`src/rtl/smi_rx_burst_scheduler.sv`:
```
// Drains the 0.9 GHz and 2.4 GHz RX sample FIFOs into the SMI read port.
// Bursts of BURST_WORDS words per channel; each 32-bit word is sent MSB byte first, one byte per SMI strobe.
//
// state | meaning
// IDLE  | disabled or mode off, output parked at IDLE_BYTE
// ARB   | choose a channel (mode sampled here only)
// PULL  | one-cycle pull strobe to the granted FIFO
// LOAD  | capture the FIFO word, present its top byte
// SEND  | advance one byte per SMI strobe, then re-pull or re-arbitrate
module smi_rx_burst_scheduler #(
    parameter int         BURST_WORDS = 16,
    parameter logic [7:0] IDLE_BYTE   = 8'h00
) (
    input  logic        i_sys_clk,
    input  logic        i_reset,
    input  logic        i_enable,
    input  logic [1:0]  i_mode,
    output logic        o_fifo_09_pull,
    input  logic [31:0] i_fifo_09_data,
    input  logic        i_fifo_09_empty,
    output logic        o_fifo_24_pull,
    input  logic [31:0] i_fifo_24_data,
    input  logic        i_fifo_24_empty,
    input  logic        i_smi_soe_se,
    output logic [7:0]  o_smi_data_out,
    output logic        o_smi_read_req,
    output logic        o_channel,
    output logic        o_underrun
);

    localparam int             CW        = $clog2(BURST_WORDS + 1);
    localparam logic [CW-1:0]  BURST_MAX = CW'(BURST_WORDS);

    localparam logic [2:0] ST_IDLE = 3'd0;
    localparam logic [2:0] ST_ARB  = 3'd1;
    localparam logic [2:0] ST_PULL = 3'd2;
    localparam logic [2:0] ST_LOAD = 3'd3;
    localparam logic [2:0] ST_SEND = 3'd4;

    logic [2:0]    state;
    logic          soe_s1;
    logic          soe_s2;
    logic          soe_d;
    logic          strb;
    logic [31:0]   shift_q;
    logic [7:0]    data_q;
    logic [1:0]    byte_idx;
    logic [CW-1:0] burst_cnt;
    logic          chan_q;
    logic          last_grant;
    logic          underrun_q;
    logic          read_req_q;

    logic          elig_09;
    logic          elig_24;
    logic          grant_valid;
    logic          grant_ch;
    logic          gnt_empty;
    logic [CW-1:0] burst_next;
    logic          keep_burst;
    logic          busy;
    logic          any_ready;
    logic [31:0]   fifo_word;

    always_comb begin
        elig_09     = i_mode[0] & ~i_fifo_09_empty;
        elig_24     = i_mode[1] & ~i_fifo_24_empty;
        grant_valid = elig_09 | elig_24;
        // Both eligible: prefer the channel not granted last time.
        grant_ch    = (elig_09 && elig_24) ? ~last_grant : elig_24;
        gnt_empty   = chan_q ? i_fifo_24_empty : i_fifo_09_empty;
        burst_next  = burst_cnt + CW'(1);
        keep_burst  = (burst_next < BURST_MAX) && !gnt_empty;
        busy        = (state == ST_PULL) || (state == ST_LOAD) || (state == ST_SEND);
        any_ready   = elig_09 | elig_24;
        fifo_word   = chan_q ? i_fifo_24_data : i_fifo_09_data;
    end

    assign o_fifo_09_pull = (state == ST_PULL) && !chan_q && !i_fifo_09_empty;
    assign o_fifo_24_pull = (state == ST_PULL) &&  chan_q && !i_fifo_24_empty;
    assign o_smi_data_out = data_q;
    assign o_smi_read_req = read_req_q;
    assign o_channel      = chan_q;
    assign o_underrun     = underrun_q;

    always_ff @(posedge i_sys_clk) begin
        if (i_reset) begin
            state      <= ST_IDLE;
            soe_s1     <= 1'b1;
            soe_s2     <= 1'b1;
            soe_d      <= 1'b1;
            strb       <= 1'b0;
            shift_q    <= 32'h0;
            data_q     <= IDLE_BYTE;
            byte_idx   <= 2'd0;
            burst_cnt  <= '0;
            chan_q     <= 1'b0;
            last_grant <= 1'b1;
            underrun_q <= 1'b0;
            read_req_q <= 1'b0;
        end else begin
            // Strobe is released on the rising edge of the active-low pad.
            soe_s1     <= i_smi_soe_se;
            soe_s2     <= soe_s1;
            soe_d      <= soe_s2;
            strb       <= soe_s2 & ~soe_d;
            read_req_q <= i_enable & (busy | any_ready);

            if (strb && (state != ST_SEND)) begin
                underrun_q <= 1'b1;
            end

            if (!i_enable) begin
                state     <= ST_IDLE;
                data_q    <= IDLE_BYTE;
                burst_cnt <= '0;
                byte_idx  <= 2'd0;
            end else begin
                case (state)
                    ST_IDLE: begin
                        if (i_mode != 2'b00) begin
                            state <= ST_ARB;
                        end
                    end
                    ST_ARB: begin
                        if (grant_valid) begin
                            burst_cnt <= '0;
                            chan_q    <= grant_ch;
                            state     <= ST_PULL;
                        end
                    end
                    ST_PULL: begin
                        if (gnt_empty) begin
                            state      <= ST_ARB;
                            last_grant <= chan_q;
                        end else begin
                            state <= ST_LOAD;
                        end
                    end
                    ST_LOAD: begin
                        shift_q  <= fifo_word;
                        data_q   <= fifo_word[31:24];
                        byte_idx <= 2'd0;
                        state    <= ST_SEND;
                    end
                    ST_SEND: begin
                        if (strb) begin
                            if (byte_idx != 2'd3) begin
                                data_q   <= shift_q[23:16];
                                shift_q  <= {shift_q[23:0], 8'h00};
                                byte_idx <= byte_idx + 2'd1;
                            end else begin
                                burst_cnt <= burst_next;
                                if (keep_burst) begin
                                    state <= ST_PULL;
                                end else begin
                                    state      <= ST_ARB;
                                    last_grant <= chan_q;
                                end
                            end
                        end
                    end
                    default: state <= ST_IDLE;
                endcase
            end
        end
    end

endmodule
```
`config.mk`:
```
export PLATFORM = sky130hd
export DESIGN_NAME = smi_rx_burst_scheduler
export DESIGN_NICKNAME = d
export VERILOG_FILES = /design/src/rtl/smi_rx_burst_scheduler.sv
export SDC_FILE = /design/constraint.sdc
export NUM_CORES = 1
export LEC_CHECK = 0
export CAP_MARGIN = 20
export CORE_MARGIN = 1.5
export CORE_UTILIZATION = 49
export DETAILED_ROUTE_END_ITERATION = 8
export PLACE_DENSITY = 0.85
export SYNTH_ARGS = -nofsm -noshare
export SYNTH_HDL_FRONTEND = slang
export SYNTH_SLANG_ARGS = --single-unit
```
`constraint.sdc`:
```
create_clock -name i_sys_clk -period 2.8 [get_ports i_sys_clk]
set_input_delay 0.42 -clock i_sys_clk [delete_from_list [all_inputs] [get_ports i_sys_clk]]
set_output_delay 0.42 -clock i_sys_clk [all_outputs]
set_load 0.02 [all_outputs]
```
# ---- Yosys cells after proc, flatten, opt, wreduce, memory -nomap -nowiden
# Index checks and enable logic that the tools add are counted.
dict set report op_classes {
  add_sub_neg 2
  magnitude_cmp 1
  n_eq_ne 13
  muxes 28
  bitwise_logic 11
  reduce_logical 25
}
# op count
set op_table {}
lappend op_table {{24-bit 2-to-1 mux} 2}
lappend op_table {{24-bit case mux with 2 select lines} 1}
lappend op_table {{32-bit 2-to-1 mux} 1}
lappend op_table {{8-bit 2-to-1 mux} 2}
lappend op_table {{8-bit case mux with 2 select lines} 1}
lappend op_table {{5-bit 2-to-1 mux} 3}
lappend op_table {{3-bit case mux with 5 select lines} 1}
lappend op_table {{2-bit != test (second input constant)} 7}
lappend op_table {{3-bit 2-to-1 mux} 4}
lappend op_table {{4-bit AND reduction} 3}
lappend op_table {{5-bit case mux with 2 select lines} 1}
lappend op_table {{2-bit 2-to-1 mux} 4}
lappend op_table {{2-bit nonzero test} 4}
lappend op_table {{1-bit logical AND} 7}
lappend op_table {{3-bit by 2-bit equality test with 1-bit output (second input constant)} 2}
lappend op_table {{1-bit 2-to-1 mux} 6}
lappend op_table {{3-bit AND reduction} 2}
lappend op_table {{6-bit AND reduction} 1}
lappend op_table {{5-bit by 1-bit adder with 5-bit output (second input constant)} 1}
lappend op_table {{5-bit less-than comparator (second input constant)} 1}
lappend op_table {{1-bit NOT} 5}
lappend op_table {{1-bit bitwise AND} 4}
lappend op_table {{1-bit zero test} 4}
lappend op_table {{2-bit case mux with 2 select lines} 1}
lappend op_table {{10 further kinds} 12}
dict set report word_totals {
  reg_bits 50
  output_inout_bits 13
  elab_cells 93
}

# ---- Longest topological paths before layout
# Gate-level depths: netlist of the first run.
dict set report depth {
  ltp_word 7
  ltp_mapped 9
  depth_no_buf 6
}

# ---- Worst setup path before layout of the first run
# Ideal clock, no wire load.
dict set report synth_path {
  kind {reg2out}
  from {register chan_q, in the netlist o_channel}
  to {output o_fifo_24_pull}
  t_arrival_ns 1.820
  t_required_ns 2.380
  slack_ns 0.560
  stages_incl_launch_ff 4
  path_buffers 2
  cell_sequence {dfxtp_1 -> buf_2 -> buf_1 -> nor4b_1}
}
dict set report synth_via {
  elab_chain_cells 2
}
# item line_no
set synth_lines {}
lappend synth_lines {{start: declaration} 49} ;# logic chan_q;
lappend synth_lines {{start signal: assignment} 128} ;# chan_q <= grant_ch;
lappend synth_lines {{1-bit logical AND (2 in a row)} 80} ;# assign o_fifo_24_pull = (state == ST_PULL) && chan_q && !i_fifo_24_empty;
lappend synth_lines {{end: declaration} 21} ;# output logic o_fifo_24_pull,
# No other way between the ends.

# ---- Final worst setup path of the first run
dict set report layout_path {
  from {register state[1]}
  to {output o_fifo_24_pull}
}
dict set report layout_via {
  elab_chain_cells 3
}
# item line_no
set layout_lines {}
lappend layout_lines {{start: declaration} 40} ;# logic [2:0] state;
lappend layout_lines {{start signal: assignment} 88} ;# state <= ST_IDLE;
lappend layout_lines {{start signal: assignment} 114} ;# state <= ST_IDLE;
lappend layout_lines {{start signal: assignment} 122} ;# state <= ST_ARB;
lappend layout_lines {{3-bit by 2-bit equality test with 1-bit output} 80}
lappend layout_lines {{1-bit logical AND (2 in a row)} 80}
# No other way between the ends.

==> results of run 1 <==
[worst paths after layout]
kind	start	endpoint	slack, ps	cells past startpoint
max	state[1]$_SDFFE_PP0P_	o_fifo_24_pull	450	3
min	soe_d$_SDFF_PP1_	strb$_SDFF_PP0_	390	1
max reg2reg	state[2]$_SDFFE_PP0P_	shift_q[14]$_SDFFE_PP0P_	560	5
min reg2reg	soe_d$_SDFF_PP1_	strb$_SDFF_PP0_	390	1
[worst max-delay path, stage by stage (launching register included)]
cell and delay [ps]:
dfxtp_1 500, nand2b_1 180, nor4b_1 290, clkdlybuf4s50_1 670
[power groups by stage]
stage	Combinational (mW)	Clock [mW]	Sequential, mW
detailed placement	0.179	0	0.738
global placement	0.175	0	0.738
floorplan	0.0651	0	0.736
global route	0.195	0.512	0.722
CTS	0.180	0.488	0.721
finish	0.179	0.473	0.721
[synth_stat cells (2+ instances only)]
library cell / count
nand2_1: 64
mux2_2: 8
nor2b_1: 3
dfxtp_1: 50
nor3_1: 3
mux2i_1: 27
or2_2: 3
buf_1: 4
clkbuf_1: 10
buf_2: 7
and2_1: 4
or3b_1: 2
buf_6: 3
nand3b_1: 3
nand2b_1: 4
o211ai_1: 24
ha_1: 2
nor2_1: 13
buf_4: 2
nand3_1: 12
o21ai_0: 4
a21oi_1: 45
[kinds of logic after synthesis]
group           count (synthesis)  share of synthesized area [%]
mux                            35                           14.1
fa+ha+maj                       2                          0.978
xor+xnor                        1                          0.343
buf+inv                        26                           5.33
flops                          50                           39.1
simple gates                  118                           21.3
compound gates                 80                           18.8
[layer usage]
layer  wire, um  part of all wire, %  up-vias
li1           -                    -     1236
met2       2850                   49       84
met3        422                  7.3        7
met4         80                  1.4        0
met5          0                    0        -
met1       2450                   42     1094
[flip-flops by register name, indices dropped and copies added (netlist names)]
signal	cells
shift_q	24
o_smi_data_out	8
burst_cnt	5
state	3
byte_idx	2
last_grant	1
o_channel	1
o_smi_read_req	1
o_underrun	1
soe_d	1
soe_s1	1
soe_s2	1
strb	1
[layout make-up]
class	count	area (um^2)
Fill cell	424	1580
Timing Repair Buffer	89	878
Tap cell	70	87.6
Sequential cell	50	1000
Multi-Input combinational cell	236	1420
Clock buffer	8	110
[layout by cell type (no fill, tap or decap), drive strengths merged, types with 5 or more instances in the layout]
cell type | Yosys | layout
nand3 | 12 | 12
buf | 16 | 5
clkdlybuf4s50 | 0 | 84
mux2 | 8 | 8
nor2 | 13 | 13
dfxtp | 50 | 50
mux2i | 27 | 27
clkbuf | 10 | 8
o21ai | 5 | 5
o211ai | 24 | 24
nand2 | 64 | 64
a21oi | 45 | 45
==> results.md, run 1 <==
* Status: finished, final reports clean
* DIE WIDTH at 75.2 um
* Fin worst setup slack at 447 ps
* Clock power share at 34.4%
* Total grt overflow at 0
* Tcrit/Tclk final at 84.0%
* Drt via density at 5.34
* CP required at 2380 ps
* Drt first-iter violations at approximately 130
* Final Wtd Congestion at 0.819
* Final wirelength at roughly 5.8 mm
* Vias at 2421
* DP Wirelength at 4.18 mm
* Met3 usage at around 4.8%
* Top-area cell type share of the netlist area at 39.1%
* CTS resizes at 0
* Post-synth EDFFs at 0
* Placed Cells at about 450
* Clk slew on worst S/H paths at 80 ps
* Overall Power at 1.37 mW
* Synth Area per Inst at between 8 and 9 um^2
* Seq cells post-synth at 50
* Share of cells above drive strength 1 at 7.31%
* Synth cell types at 37
* FP Rows at 26
* Core Util, Final at 68.9%
* Post-CTS Setup Bufs at 0
* Initial Util at 50.4%
* Synth async-reset ratio at 0%
* Net Switching at approximately 0.29 mW
* Hold_ws at ~390 ps
* Antenna cells at 0
* P&R area growth vs syn at 36.8%
* Initial antenna violation count at 0
* Pre-CTS WS at 534 ps
* Internal power at 1.08 mW
* Ys flop type: dfxtp_1
* FMAX at 0.425 GHz
* Critical path class: flip-flop to primary output
* CTS Hold Bufs at 0
* CTS tree: built
* Die area at 5660 um^2
* Setup TNS Final at 0 ps
* Design area at between 3000 and 4000 um^2
* Tmin final at 2350 ps
* Fin nets at approximately 460
* Synth area leaders: dfxtp_1, mux2i_1, nand2_1
* Clk_lat worst skew at 300 ps
* CTS Buf Count at 5
* Root Buffer: clkbuf_8
* YS warnings at 0
* Lkg Pwr at 1.20 nW
* GR peak layer: met2
* CTS sink cnt at 50
* Die height at 75.2 um
* Routed Antenna Nets at 0
* Tot GR Track Use at 21.6%
* Gate power share at between 10% and 20%
* Longest Clk Path Bufs at 2
* Slew margin rel. at 50.1%
* Max H-tree Level at 2
* Port Buffers at 84
* Drt pass-1 iters at 5
* First-pass GRT wire length at 9.51 mm
* Post-route DRC at 0
* Number of failing hold endpoints at the final stage at 0
* Crit path capture type: primary output
* Synthesized area at 2560 um^2
* Min-Delay Path Class: flip-flop to flip-flop
* Dominant cell type by area after synthesis: dfxtp_1
* Max cap viols at 0
* RSZ-0062 raised after global routing: false
* Max Transition Viols Final at 0
* Seq/Total Area, Yosys at 39.1%
* Grt met2 use at 35.9%
* Crit-path max FO at 9
* Slew @ Worst Pin at ~750 ps
* Final instance count without filler cells at 453
* DP Area at roughly 3400 um^2
* Worst Skew at 5.95 ps
* Sw frac at a little over a fifth
* Cells after Synth at 312
* Vias in the first global route at 2168
* Final setup fails at 0
* CP arrival at 1930 ps
* Syn nets at 386
* Io pins at 85
* Worst Setup Start Kind: flip-flop
* Pwr Density at 393 nW/um^2
* WL/cell at 12.8 um
* Peak VDD IR at between 200 and 300 uV
* GR Layer Usage met1 at 28.0%
* Largest net degree at the start of global routing at 57
* Core area at 5070 um^2
* Flop pwr share at 52.5%
No activity file was read; power rests on OpenSTA's default activity.
==> run 2, diff against run 1 <==
--- a/config.mk
+++ b/config.mk
@@ -7,9 +7,9 @@
 export LEC_CHECK = 0
 export CAP_MARGIN = 20
 export CORE_MARGIN = 1.5
-export CORE_UTILIZATION = 49
+export CORE_UTILIZATION = 46
 export DETAILED_ROUTE_END_ITERATION = 8
-export PLACE_DENSITY = 0.85
+export PLACE_DENSITY = 0.8
 export SYNTH_ARGS = -nofsm -noshare
 export SYNTH_HDL_FRONTEND = slang
 export SYNTH_SLANG_ARGS = --single-unit
==> constraint.sdc (replaced) <==
create_clock -name i_sys_clk -period 2.28 [get_ports i_sys_clk]
set_input_delay 0.342 -clock i_sys_clk [delete_from_list [all_inputs] [get_ports i_sys_clk]]
set_output_delay 0.342 -clock i_sys_clk [all_outputs]
set_load 0.02 [all_outputs]
==> run 2 against run 1 <==
Net effect:
- die area rose by 6.3%
- count of clock-buffer cells in the layout shrank 3
- combinational power rose by 23%
- sequential power up 23%
- clock skew is 0.98 ps higher
- design area grew 0.82%
- power increased by 25%
- first-iteration DRC count up 7.0%
- utilization decreased by 1.6 points
- largest power group unchanged
==> results.md, run 2 (same netlist as run 1, synthesis figures left out) <==
* Port Buffers at 84 (unchanged)
* Clk_lat worst skew at 300 ps (about the same)
* Top Family by Delay on Critical Path: buffers and inverters (unchanged)
* Largest net degree at the start of global routing at 51 (was 57)
* Tmin final at 2150 ps
* Setup TNS Final at 0 ps (unchanged)
* Io pins at 85 (unchanged)
* Max reg flops at 24 (unchanged)
* Max Transition Viols Final at 0 (unchanged)
* Overall Power at 1.71 mW (was 1.37 mW)
* Post-route DRC at 0 (unchanged)
* Vias in the first global route at 2196 (was 2168)
* DIE WIDTH at 77.6 um (was 75.2 um)
* Peak VDD IR at 342 uV (was 261 uV)
* Pwr Density at 485 nW/um^2 (was 393 nW/um^2)
* FMAX at ~0.46 GHz
* First-pass GRT wire length at 9.67 mm (was 9.51 mm)
* Fin nets at 458 (was 456)
* Gate power share at 12.9% (was 13.1%)
* Routed Antenna Nets at 0 (unchanged)
* Core area at 5240 um^2 (was 5070 um^2)
* CTS Hold Bufs at 0 (unchanged)
* Initial Util at 48.8% (was 50.4%)
* Antenna cells at 0 (unchanged)
* Crit-path slowest cell: clkdlybuf4s50_1 (unchanged)
* Min-Delay Path Class: flip-flop to flip-flop (unchanged)
* Die area at 6020 um^2 (was 5660 um^2)
* Status: finished, final reports clean (unchanged)
* CP arrival at 1810 ps (was 1930 ps)
* Tcrit/Tclk final at 94.5%
* Drt pass-1 iters at 4 (was 5)
* Lkg Pwr at 1.23 nW (was 1.20 nW)
* CTS sink cnt at 50 (unchanged)
* Flop pwr share at 51.8% (was 52.5%)
* Net Switching at 0.361 mW (was 0.289 mW)
* Clk slew on worst S/H paths at 90 ps (was 80 ps)
* RSZ-0062 raised after global routing: false (unchanged)
* Crit path cell chain: nand2b_1 > nor4_1 > clkdlybuf4s50_1 (was nand2b_1 > nor4b_1 > clkdlybuf4s50_1)
* Share of cells above drive strength 1 at 7.81% (was 7.31%)
* Clock power share at 35.4% (was 34.4%)
* Crit path largest cell delay at 650 ps (was 670 ps)
* Crit path capture type: primary output (unchanged)
* Final wirelength at 5.78 mm (was 5.80 mm)
* Number of failing hold endpoints at the final stage at 0 (unchanged)
* CP bufs+invs at 1 (unchanged)
* Slew margin rel. at 67.3% (was 50.1%)
* Total grt overflow at 0 (unchanged)
* Max H-tree Level at 2 (unchanged)
* Final setup fails at 0 (unchanged)
* Max cap viols at 0 (unchanged)
* Top reg by flops: shift_q (unchanged)
* WL/cell at 12.7 um (was 12.8 um)
* Initial antenna violation count at 0 (unchanged)
* Worst Setup Start Kind: flip-flop (unchanged)
* Root Buffer: clkbuf_8 (unchanged)
* Internal power at 1.35 mW (was 1.08 mW)
* Slew @ Worst Pin at 490 ps (was 746 ps)
* FP Rows at 26 (unchanged)
* CP required at 1940 ps (was 2380 ps)
* Tot GR Track Use at 19.7% (was 21.6%)
* Critical path class: flip-flop to primary output (unchanged)
* CTS tree: built (unchanged)
* Final Wtd Congestion at 0.839 (was 0.819)
* DP Wirelength at 4.21 mm (was 4.18 mm)
* Worst Skew at 6.93 ps (was 5.95 ps)
* Drt via density at 5.26 (was 5.34)
* Longest Clk Path Bufs at 2 (unchanged)
* Die height at 77.6 um (was 75.2 um)
* Sw frac at 21.1% (was 21.0%)
* P&R area growth vs syn at 37.9% (was 36.8%)
* Most frequent cells in the layout: clkdlybuf4s50_1, nand2_1, dfxtp_1, a21oi_1, mux2i_1 (unchanged)
* Drt first-iter violations at 138 (was 129)
* Commonest non-fill, non-tap cell in the layout: clkdlybuf4s50_1 (unchanged)
* Crit-path max FO at 11 (was 9)
* CTS Buf Count at 5 (unchanged)
* Vias at 2388 (was 2421)
[run 2: cell count changes in the layout (fill, tap and decap cells not counted)]
cell and change:
dfxtp_2 +1, clkinv_4 +1, clkbuf_8 -3, dfxtp_1 -1, dlymetal6s2s_1 +1, buf_4 +1, clkdlybuf4s50_1 -1, buf_12 +1
bufinv_16 +1
[run 2: metrics by stage]
| step | hold slack (ps) | setup WS [ps] | utilization (%) | std cells | instance area (um^2) |
|---|---|---|---|---|---|
| 5_1_grt | 425 | 53.3 | 67.3 | 454 | 3530 |
| 3_3_place_gp | 378 | 228 | 65.2 | 447 | 3420 |
| 4_1_cts | 405 | 40.5 | 67.3 | 454 | 3520 |
| 6_report | 400 | 126 | 67.3 | 454 | 3530 |
| 3_5_place_dp | 392 | 210 | 65.2 | 447 | 3420 |
| 2_1_floorplan | 372 | 118 | - | 312 | 2560 |
[run 2: routing by layer]
metal	up-vias	share of wire [%]	routed length, um	global-route usage [%]
met1	1070	45	2590	24.2
met5	-	0	0	0
met3	9	6.3	363	5.41
li1	1235	-	-	-
met2	74	48	2760	33.9
met4	0	1.1	65	5.09
[run 2: final cells by class]
| type | instances | area [um^2] |
|---|---|---|
| clock buffer | 5 | 68.8 |
| clock inverter | 2 | 38.8 |
| fill | 454 | 1710 |
| multi-input combinational | 236 | 1420 |
| sequential | 50 | 1000 |
| tap | 70 | 87.6 |
| timing repair buffer | 91 | 908 |
[run 2: power groups by stage]
stage | registers, mW | clock network (mW) | logic [mW]
2_1_floorplan | 0.904 | 0 | 0.0799
3_3_place_gp | 0.906 | 0 | 0.217
3_5_place_dp | 0.906 | 0 | 0.220
4_1_cts | 0.886 | 0.627 | 0.221
5_1_grt | 0.888 | 0.658 | 0.239
6_report | 0.886 | 0.605 | 0.220
[run 2: worst paths after layout]
check                   startpoint                        to  slack, ps  cells after the start
max          state[2]$_SDFFE_PP0P_            o_fifo_09_pull        130                      3
min reg2reg       soe_d$_SDFF_PP1_           strb$_SDFF_PP0_        400                      1
min               soe_d$_SDFF_PP1_           strb$_SDFF_PP0_        400                      1
max reg2reg  state[2]$_SDFFE_PP0P_  shift_q[21]$_SDFFE_PP0P_        230                      6
[run 2: worst reg2reg max path: cells and delay by family, from the launching register on]
kind	cells	cell delay, ps
compound gates	3	480
buf+inv	1	170
simple gates	2	810
flops	1	520
[run 2: timing repair]
action	CTS	global route
resized for setup	0	2
buffers inserted	0	0
endpoints found under the setup margin	0	1
